<file path="config.mk">
export PLATFORM = sky130hd
export DESIGN_NAME = alu_exerciser
export DESIGN_NICKNAME = d
export VERILOG_FILES = /design/src/rtl/alu_exerciser_pkg.sv /design/src/rtl/alu_ref_model.sv /design/src/rtl/alu_exerciser.sv
export SDC_FILE = /design/constraint.sdc
export NUM_CORES = 1
export LEC_CHECK = 0
export ABC_AREA = 1
export BUFFER_PORTS_ARGS = -buffer_cell sky130_fd_sc_hd__buf_2
export CORE_UTILIZATION = 54
export CTS_BUF_LIST = sky130_fd_sc_hd__clkbuf_8
export DETAILED_ROUTE_END_ITERATION = 10
export HOLD_SLACK_MARGIN = 0.15
export PLACE_DENSITY_LB_ADDON = 0.08
export SYNTH_ARGS = -nofsm -noshare
export SYNTH_HDL_FRONTEND = slang
export SYNTH_SLANG_ARGS = --single-unit
</file>
<file path="constraint.sdc">
create_clock -name clk -period 2.2 [get_ports clk]
set_input_delay 0.11 -clock clk [delete_from_list [all_inputs] [get_ports clk]]
set_output_delay 0.11 -clock clk [all_outputs]
set_load 0.01 [all_outputs]
</file>
<file path="src/rtl/alu_exerciser_pkg.sv">
// Shared types and constants for the ALU self-test exerciser.
// FSM encoding, ALU function codes and the last vector index.
package alu_exerciser_pkg;

  typedef enum logic [2:0] {
    S_IDLE,
    S_DRIVE,
    S_SETTLE,
    S_CHECK,
    S_DONE
  } state_t;

  localparam logic [1:0] OP_ADD  = 2'b00;
  localparam logic [1:0] OP_SUB  = 2'b01;
  localparam logic [1:0] OP_XOR  = 2'b10;
  localparam logic [1:0] OP_XNOR = 2'b11;

  localparam logic [9:0] VEC_LAST = 10'd1023;

endpackage

</file>
<file path="src/rtl/alu_ref_model.sv">
// Golden model of the 4-bit add/sub/xor ALU.
// Purely combinational; result is mod 16.
module alu_ref_model
  import alu_exerciser_pkg::*;
(
  input  logic [3:0] x,
  input  logic [3:0] y,
  input  logic [1:0] f,
  output logic [3:0] exp_res
);

  always_comb begin
    exp_res = '0;
    unique case (f)
      OP_ADD:  exp_res = x + y;
      OP_SUB:  exp_res = x + ~y + 4'd1;
      OP_XOR:  exp_res = x ^ y;
      OP_XNOR: exp_res = x ^ ~y;
      default: exp_res = '0;
    endcase
  end

endmodule

</file>
<file path="src/rtl/alu_exerciser.sv">
// Sweeps all 1024 operand/function vectors through the ALU
// and checks the synchronised result against the golden model.
module alu_exerciser
  import alu_exerciser_pkg::*;
#(
  parameter int SETTLE_CYCLES = 4,
  parameter int ERR_CNT_W     = 11
) (
  input  logic                 clk,
  input  logic                 rst_n,
  input  logic                 start,
  input  logic                 abort,
  input  logic [3:0]           res,
  output logic [3:0]           op_x,
  output logic [3:0]           op_y,
  output logic [1:0]           op_f,
  output logic                 busy,
  output logic                 done,
  output logic                 pass,
  output logic [ERR_CNT_W-1:0] err_cnt,
  output logic                 fail_valid,
  output logic [9:0]           fail_idx,
  output logic [3:0]           fail_got
);

  localparam int CNT_W = (SETTLE_CYCLES > 2) ? $clog2(SETTLE_CYCLES) : 1;
  localparam logic [CNT_W-1:0] CNT_LAST = CNT_W'(SETTLE_CYCLES - 1);

  state_t                 state;
  logic [9:0]             idx;
  logic [CNT_W-1:0]       cnt;
  logic [3:0]             res_q1;
  logic [3:0]             res_s;
  logic [3:0]             golden;
  logic                   mismatch;
  logic                   running;
  logic [ERR_CNT_W-1:0]   err_nxt;

  alu_ref_model u_ref (
    .x       (op_x),
    .y       (op_y),
    .f       (op_f),
    .exp_res (golden)
  );

  // res is asynchronous to clk
  always_ff @(posedge clk or negedge rst_n) begin
    if (!rst_n) begin
      res_q1 <= '0;
      res_s  <= '0;
    end else begin
      res_q1 <= res;
      res_s  <= res_q1;
    end
  end

  assign running  = (state == S_DRIVE) || (state == S_SETTLE) ||
                    (state == S_CHECK);
  assign mismatch = (res_s != golden);
  assign err_nxt  = (mismatch && (err_cnt != '1)) ?
                    err_cnt + 1'b1 : err_cnt;

  always_ff @(posedge clk or negedge rst_n) begin
    if (!rst_n) begin
      state      <= S_IDLE;
      idx        <= '0;
      cnt        <= '0;
      op_x       <= '0;
      op_y       <= '0;
      op_f       <= '0;
      busy       <= 1'b0;
      done       <= 1'b0;
      pass       <= 1'b0;
      err_cnt    <= '0;
      fail_valid <= 1'b0;
      fail_idx   <= '0;
      fail_got   <= '0;
    end else if (abort && running) begin
      state <= S_IDLE;
      busy  <= 1'b0;
      done  <= 1'b0;
      op_x  <= '0;
      op_y  <= '0;
      op_f  <= '0;
    end else begin
      unique case (state)
        S_IDLE, S_DONE: begin
          if (start) begin
            state      <= S_DRIVE;
            idx        <= '0;
            err_cnt    <= '0;
            fail_valid <= 1'b0;
            fail_idx   <= '0;
            fail_got   <= '0;
            done       <= 1'b0;
            pass       <= 1'b0;
            busy       <= 1'b1;
          end
        end
        S_DRIVE: begin
          op_x  <= idx[3:0];
          op_y  <= idx[7:4];
          op_f  <= idx[9:8];
          cnt   <= '0;
          state <= S_SETTLE;
        end
        S_SETTLE: begin
          if (cnt == CNT_LAST) begin
            state <= S_CHECK;
          end else begin
            cnt <= cnt + 1'b1;
          end
        end
        S_CHECK: begin
          if (mismatch) begin
            err_cnt <= err_nxt;
            if (!fail_valid) begin
              fail_valid <= 1'b1;
              fail_idx   <= idx;
              fail_got   <= res_s;
            end
          end
          if (idx == VEC_LAST) begin
            state <= S_DONE;
            busy  <= 1'b0;
            done  <= 1'b1;
            pass  <= (err_nxt == '0);
            op_x  <= '0;
            op_y  <= '0;
            op_f  <= '0;
          end else begin
            idx   <= idx + 1'b1;
            state <= S_DRIVE;
          end
        end
        default: state <= S_IDLE;
      endcase
    end
  end

endmodule
</file>
==> impl_metrics.tcl, run 1 <==
set metrics [dict create \
    crit_arrival_ns 2.83 \
    synthTopCellsByArea "dfrtp_1 45%, nand2_1 12%, inv_1 7.1%" \
    rsz0062_at_grt "yes" \
    grt_pass1_vias 3196 \
    ys_types 35 \
    numPortBuffers 46 \
    drive_gt1_share_pct 29.3 \
    post-place-ws_ns -0.296 \
    path_clk_slew_ns 0.07 \
    synth_edf_count 0 \
    finalSetupViolCount 27 \
    hold_class "primary input to register" \
    max_freq_mhz 392 \
    root_buffer "clkbuf_8" \
    critical-path-max-stage-delay_ns 0.40 \
    place_hpwl_um 6150 \
    num_vias 3285 \
    ios 47 \
    gp_congestion 0.885 \
    synth_ff_type "dfrtp_1" \
    die_w_um 81.7 \
    grtUsageTotal_pct 28.9 \
    cts_tree "done" \
    p_per_area_nw_per_um2 860 \
    netlist_instances 435 \
    drt_iter0_markers 146 \
    grt_overflow 0 \
    worstPathMaxFanout 5 \
    cp-endpoint "pass$_DFFE_PN0P_" \
    design_area_um2 4500 \
    setup_slack_ns -0.353 \
    ir_drop_v 0.000678 \
    dieArea_um2 6670 \
    htree_num_levels 3 \
    initial_core_util_pct 56.9 \
    grt_first_pass_wirelength_um 14300 \
    clk_path_buf_depth 2 \
    clk_latency_ns 0.35 \
    dpl_cell_area_um2 4010 \
    tightestPinTransition_ns 0.681 \
    endpoint_kind "register" \
    ys_seq_elements 62 \
    ant_nets 0 \
    syn_area_per_cell_um2 7.88 \
    cap_viol_max_count 0 \
    num_rows 28 \
    clock-sinks 62 \
    wl_per_cell_um 14.9 \
    cp_data_required_time_ns 2.48 \
    timing_hold_violations_final 0 \
    min_period_ns 2.55 \
    rr_endpoint "pass$_DFFE_PN0P_" \
    finalMaxSlewViolations 0 \
    async_reset_ff_share_pct 100 \
    cts_buffers 9 \
    post-synth-top-count-cell "nand2_1" \
    synth_area_um2 3430 \
    synth.top_cell.area_share_pct 45.3 \
    max_slew_margin_pct 54.6 \
    crit_top_cell "nand2_1" \
    p_comb_share_pct 37.4 \
    yosysWarnings 0 \
    cpMaxStageDelayCell "dfrtp_1" \
    crit_type "register to register" \
    yosysSeqAreaShare_pct 45.3 \
    cellLeakagePower_nw 2.30 \
    cp-start-kind "register" \
    core_um2 6030 \
    clkPwrFrac_pct 28.3 \
    fp.dieH_um 81.7 \
    fin_crit_sh_pct 116 \
    p_seq_share_pct 34.3 \
    finalWirelength_um 9100 \
    skew_ns 0.00680 \
    drc 0 \
    antenna_found_initial 0 \
    fillCellCount 435 \
    syn_to_final_growth_pct 31.5 \
    grt_max_degree 35 \
    r2r_start "op_x[0]$_DFFE_PN0P_" \
    r2r_slack_ns -0.35 \
    via_per_inst 5.38 \
    synth_common_cells "114 x nand2_1, 65 x inv_1, 62 x dfrtp_1, 42 x nand3_1, 27 x nor2_1" \
    first_pass_iters 4 \
    fin_nets 551 \
    netSwitchingPower_mw 1.38 \
    path_cells "ha_2 > inv_2 > fa_2 > nand2_1 > nand2_1 > nand2_1 > nand2_1 > inv_2 > nand2_1 > nand2_1 > nand3_2 > nor2_4 > nand2_4 > nand3b_1 > nand2_2 > nor2_2 > nand2_1 > nor2_1 > nand2_1 > nand2_1" \
    swShare_pct 35.5 \
    violations "setup timing" \
    critPathLaunch "op_x[0]$_DFFE_PN0P_" \
    synthesis.nets 454 \
    antennaDiodeCount 0 \
    yosys.area.top_type "dfrtp_1" \
    intPower_mw 2.50 \
    status "finished, violations left" \
    reg2regPathDepth 20 \
]
[cell type report]
class / count / area [um2] / share of cell area, %
inverters: 70 / 265 / 5.89
clock buffers: 10 / 138 / 3.06
repair buffers: 94 / 689 / 15.3
clock inverters: 5 / 76.3 / 1.69
multi-input cells: 295 / 1690 / 37.5
flip-flops and latches: 62 / 1550 / 34.5
well taps: 75 / 93.8 / 2.08
[cells by family after synthesis]
family	synth area share, %
compound gates	11.4
xor+xnor	2.05
fa+ha+maj	4.46
buf+inv	9.61
flops	45.3
mux	0.292
simple gates	26.9
[power by group through the flow]
stage / logic [mW] / registers [mW] / clock network, mW
floorplan: 0.741 / 1.38 / 0
global placement: 1.20 / 1.34 / 0
detailed placement: 1.23 / 1.35 / 0
CTS: 1.36 / 1.33 / 1.12
global route: 1.60 / 1.34 / 1.16
finish: 1.45 / 1.33 / 1.09
[per-layer routing]
layer / up-vias / GRT usage, % / routed length, um
met3: 21 / 8.00 / 451
li1: 1599 / - / -
met1: 1575 / 35.7 / 3990
met4: 0 / 10.9 / 208
met2: 90 / 48.2 / 4450
met5: - / 0 / 0
[cell usage in the layout, fill, tap and decap left out, types with 6 or more instances in the layout]
master         Yosys  routed
o21ai_0           25      21
o21ai_1            6       8
nor2_1            27      23
buf_4              0      34
buf_2              3      46
a21oi_1            9       9
dfrtp_1           62      61
nand3_1           42      38
dlygate4sd3_1      0       6
o31ai_1            8       7
inv_1             65      63
nor3_1            13      12
nor2_2             4       7
xor2_1             8       8
clkbuf_8           0      10
nand2_1          114     106
inv_2              3       8
nand2_2            2      10
[stage by stage]
stage	TNS (ns)	hold WS, ns	util (%)	std cells	total power [mW]
floorplan	-1.87	-0.186	-	435	2.13
global placement	-3.56	0.179	66.5	581	2.54
detailed placement	-5.70	0.189	66.5	581	2.58
CTS	-4.70	0.150	72.4	605	3.81
global route	-11.17	0.180	74.8	611	4.10
finish	-7.58	0.158	74.8	611	3.87
[worst max-delay path, delay by kind of cell, from the launching register on]
family                   cells  cell delay [ns]
AND/OR/NAND/NOR             16             1.42
buffers and inverters        2             0.10
adder cells (fa/ha/maj)      2             0.54
flip-flops                   1             0.40
[how the worst min path moves through the flow]
stage | start | to | slack (ns) | cells past startpoint
after global placement | rst_n | res_s[2]$_DFF_PN0_ | 0.18 | 1
after floorplan | rst_n | busy$_DFFE_PN0P_ | -0.19 | 0
after detailed placement | rst_n | res_s[2]$_DFF_PN0_ | 0.19 | 1
final | abort | cnt[1]$_DFFE_PN0P_ | 0.16 | 3
after global routing | abort | cnt[1]$_DFFE_PN0P_ | 0.18 | 3
after CTS | abort | cnt[1]$_DFFE_PN0P_ | 0.15 | 3
[sequential cells by signal, summed over array words and instances, names as in the netlist, 2 cells and up]
register  count
op_f          2
fail_idx     10
res_s         4
op_x          4
res_q1        4
idx          10
state         3
cnt           2
op_y          4
fail_got      4
err_cnt      11
[what timing repair did]
item                                    4_1_cts  5_1_grt
endpoints found under the hold margin        33        0
resized for setup                            10       25
setup buffers                                 2        3
endpoints found under the setup margin       27       31
gates cloned                                  1        3
hold buffers                                  6        0
pin swaps                                     6        9
Power figures use the tool's default switching activity.
==> run 2, diff against run 1 <==
--- a/config.mk
+++ b/config.mk
@@ -12,6 +12,7 @@
 export DETAILED_ROUTE_END_ITERATION = 10
 export HOLD_SLACK_MARGIN = 0.15
 export PLACE_DENSITY_LB_ADDON = 0.08
+export RECOVER_POWER = 100
 export SYNTH_ARGS = -nofsm -noshare
 export SYNTH_HDL_FRONTEND = slang
 export SYNTH_SLANG_ARGS = --single-unit
==> run 2 against run 1 <==
The run ends with capacitance limit, slew limit, setup timing left. Global-route usage is the same. Register-to-register slack hardly changed. Sequential share of layout area is 0.69 points higher. First-iteration DRC count up 33%. Sequential power about the same. Critical path depth unchanged. Final area is 2.0% lower. Combinational power about the same. Non-clock buffer count is the same. Total power is 0.70% lower. Count of clock-buffer cells in the layout unchanged. Critical path type unchanged. Largest cell class unchanged.
==> impl_metrics.tcl, run 2 (same netlist as run 1, synthesis figures left out) <==
set metrics [dict create \
    status "finished, violations left" \
    violations "capacitance limit, slew limit, setup timing" \
    drive_gt1_share_pct 21.5 \
    htree_num_levels 3 \
    hold-worst-slack_ns 0.168 \
    cts_buffers 9 \
    cts_tree "done" \
    die_w_um 81.7 \
    drt_iter0_markers 194 \
    wl_per_cell_um 15.0 \
    tightestPinTransition_ns 1.57 \
    root_buffer "clkbuf_8" \
    path_buf_inv 2 \
    finalMaxSlewViolations 30 \
    layout_commonest_cell "nand2_1" \
    setup_slack_ns -0.342 \
    grt_pass1_vias 3196 \
    grt_max_degree 35 \
    timing_hold_violations_final 0 \
    cp_data_required_time_ns 2.48 \
    finalWirelength_um 9150 \
    crit_type "register to register" \
    initial_core_util_pct 56.9 \
    largest_register_ffs 11 \
    ios 47 \
    max_freq_mhz 393 \
    post-place-ws_ns -0.296 \
    netSwitchingPower_mw 1.38 \
    fin_nets 551 \
    cp-start-kind "register" \
    cpLargestDelayFamily "simple AND/OR/NAND/NOR gates" \
    max_slew_margin_pct -4.47 \
    gp_congestion 0.885 \
    ir_drop_v 0.000670 \
    finalNonFillerCells 611 \
    worstPathMaxFanout 5 \
    antennaDiodeCount 0 \
    dpl.cell_count 581 \
    dieArea_um2 6670 \
    antenna_found_initial 0 \
    fp.dieH_um 81.7 \
    clk_latency_ns 0.34 \
    p_seq_share_pct 34.6 \
    endpoint_kind "register" \
    cellLeakagePower_nw 2.14 \
    drc 0 \
    grt_first_pass_wirelength_um 14300 \
    top_register "err_cnt" \
    fillCellCount 472 \
    path_clk_slew_ns 0.07 \
    cap_viol_max_count 1 \
    clock-sinks 62 \
    critical-path-max-stage-delay_ns 0.40 \
    hold_class "primary input to register" \
    clkPwrFrac_pct 28.5 \
    p_comb_share_pct 36.9 \
    min_period_ns 2.54 \
    first_pass_iters 5 \
    core_um2 6030 \
    swShare_pct 35.8 \
    grtUsageTotal_pct 28.9 \
    utilization_pct 73.3 \
    crit_arrival_ns 2.82 \
    num_rows 28 \
    num_vias 3325 \
    syn_to_final_growth_pct 28.9 \
    rsz0062_at_grt "yes" \
    intPower_mw 2.47 \
    reg_top3 "err_cnt (11), fail_idx (10), idx (10)" \
    grt_overflow 0 \
    numPortBuffers 46 \
    clk_path_buf_depth 2 \
    via_per_inst 5.44 \
    mostFrequentLayoutCells "107 x nand2_1, 63 x inv_1, 61 x dfrtp_1" \
    skew_ns 0.00550 \
    crit_top_cell "nand2_1" \
    ant_nets 0 \
    cpMaxStageDelayCell "dfrtp_1" \
    fin_crit_sh_pct 116 \
    path_cells "ha_2 > inv_2 > fa_2 > nand2_1 > nand2_1 > nand2_1 > nand2_1 > inv_2 > nand2_1 > nand2_1 > nand3_2 > nor2_4 > nand2_4 > nand3b_1 > nand2_2 > nor2_2 > nand2_1 > nor2_1 > nand2_1 > nand2_1" \
    finalSetupViolCount 27 \
    p_per_area_nw_per_um2 871 \
    power.total_mw 3.85 \
    place_hpwl_um 6150 \
]
## run 2: layer usage
metal	track usage [%]	vias up	share of wire, %
li1	-	1600	-
met1	35.7	1587	43
met2	48.2	115	49
met3	8.00	23	6.1
met4	10.9	0	1.9
met5	0	-	0
## run 2: worst paths after layout
kind / start / end / slack (ns) / cells after the start
worst max-delay path: op_x[0]$_DFFE_PN0P_ / pass$_DFFE_PN0P_ / -0.34 / 20
worst min-delay path: abort / cnt[1]$_DFFE_PN0P_ / 0.17 / 3
worst max register to register: op_x[0]$_DFFE_PN0P_ / pass$_DFFE_PN0P_ / -0.34 / 20
worst min register to register: res_q1[0]$_DFF_PN0_ / res_s[0]$_DFF_PN0_ / 0.35 / 0
max in group asynchronous: rst_n / err_cnt[9]$_DFFE_PN0P_ / 0.31 / 3
min in group asynchronous: rst_n / res_s[2]$_DFF_PN0_ / 0.68 / 2
## run 2: final cells by class
class                   count  area, um2  area share, %
repair buffers             94        616           13.9
flip-flops and latches     62       1550           35.2
clock buffers              10        138           3.12
clock inverters             5       76.3           1.73
multi-input cells         295       1670           37.9
well taps                  75       93.8           2.13
inverters                  70        265           6.01
## run 2: stage by stage
step / cell area, um2 / setup TNS, ns
finish: 4420 / -7.77
global route: 4420 / -14.41
CTS: 4370 / -4.70
detailed placement: 4010 / -5.70
global placement: 4010 / -3.56
floorplan: 3460 / -1.87
## run 2: power by group through the flow
stage | sequential (mW) | clock (mW) | combinational, mW
2_1_floorplan | 1.38 | 0 | 0.741
3_3_place_gp | 1.34 | 0 | 1.20
3_5_place_dp | 1.35 | 0 | 1.23
4_1_cts | 1.33 | 1.12 | 1.36
5_1_grt | 1.34 | 1.16 | 1.57
6_report | 1.33 | 1.10 | 1.42
## run 2: worst reg2reg max path, stage by stage (launching register included)
cell      delay [ns]
dfrtp_1         0.40
ha_2            0.21
inv_2           0.04
fa_2            0.33
nand2_1         0.07
nand2_1         0.06
nand2_1         0.06
nand2_1         0.06
inv_2           0.06
nand2_1         0.05
nand2_1         0.08
nand3_2         0.08
nor2_4          0.19
nand2_4         0.12
nand3b_1        0.12
nand2_2         0.08
nor2_2          0.11
nand2_1         0.08
nor2_1          0.13
nand2_1         0.07
nand2_1         0.06
## run 2: what timing repair did
| action | CTS | global route |
|---|---|---|
| buffers inserted | 2 | 3 |
| setup endpoints to repair | 27 | 31 |
| hold endpoints to repair | 33 | 0 |
| hold buffers | 6 | 0 |
| pin swaps | 6 | 9 |
| resized for setup | 10 | 25 |
| cloned | 1 | 3 |
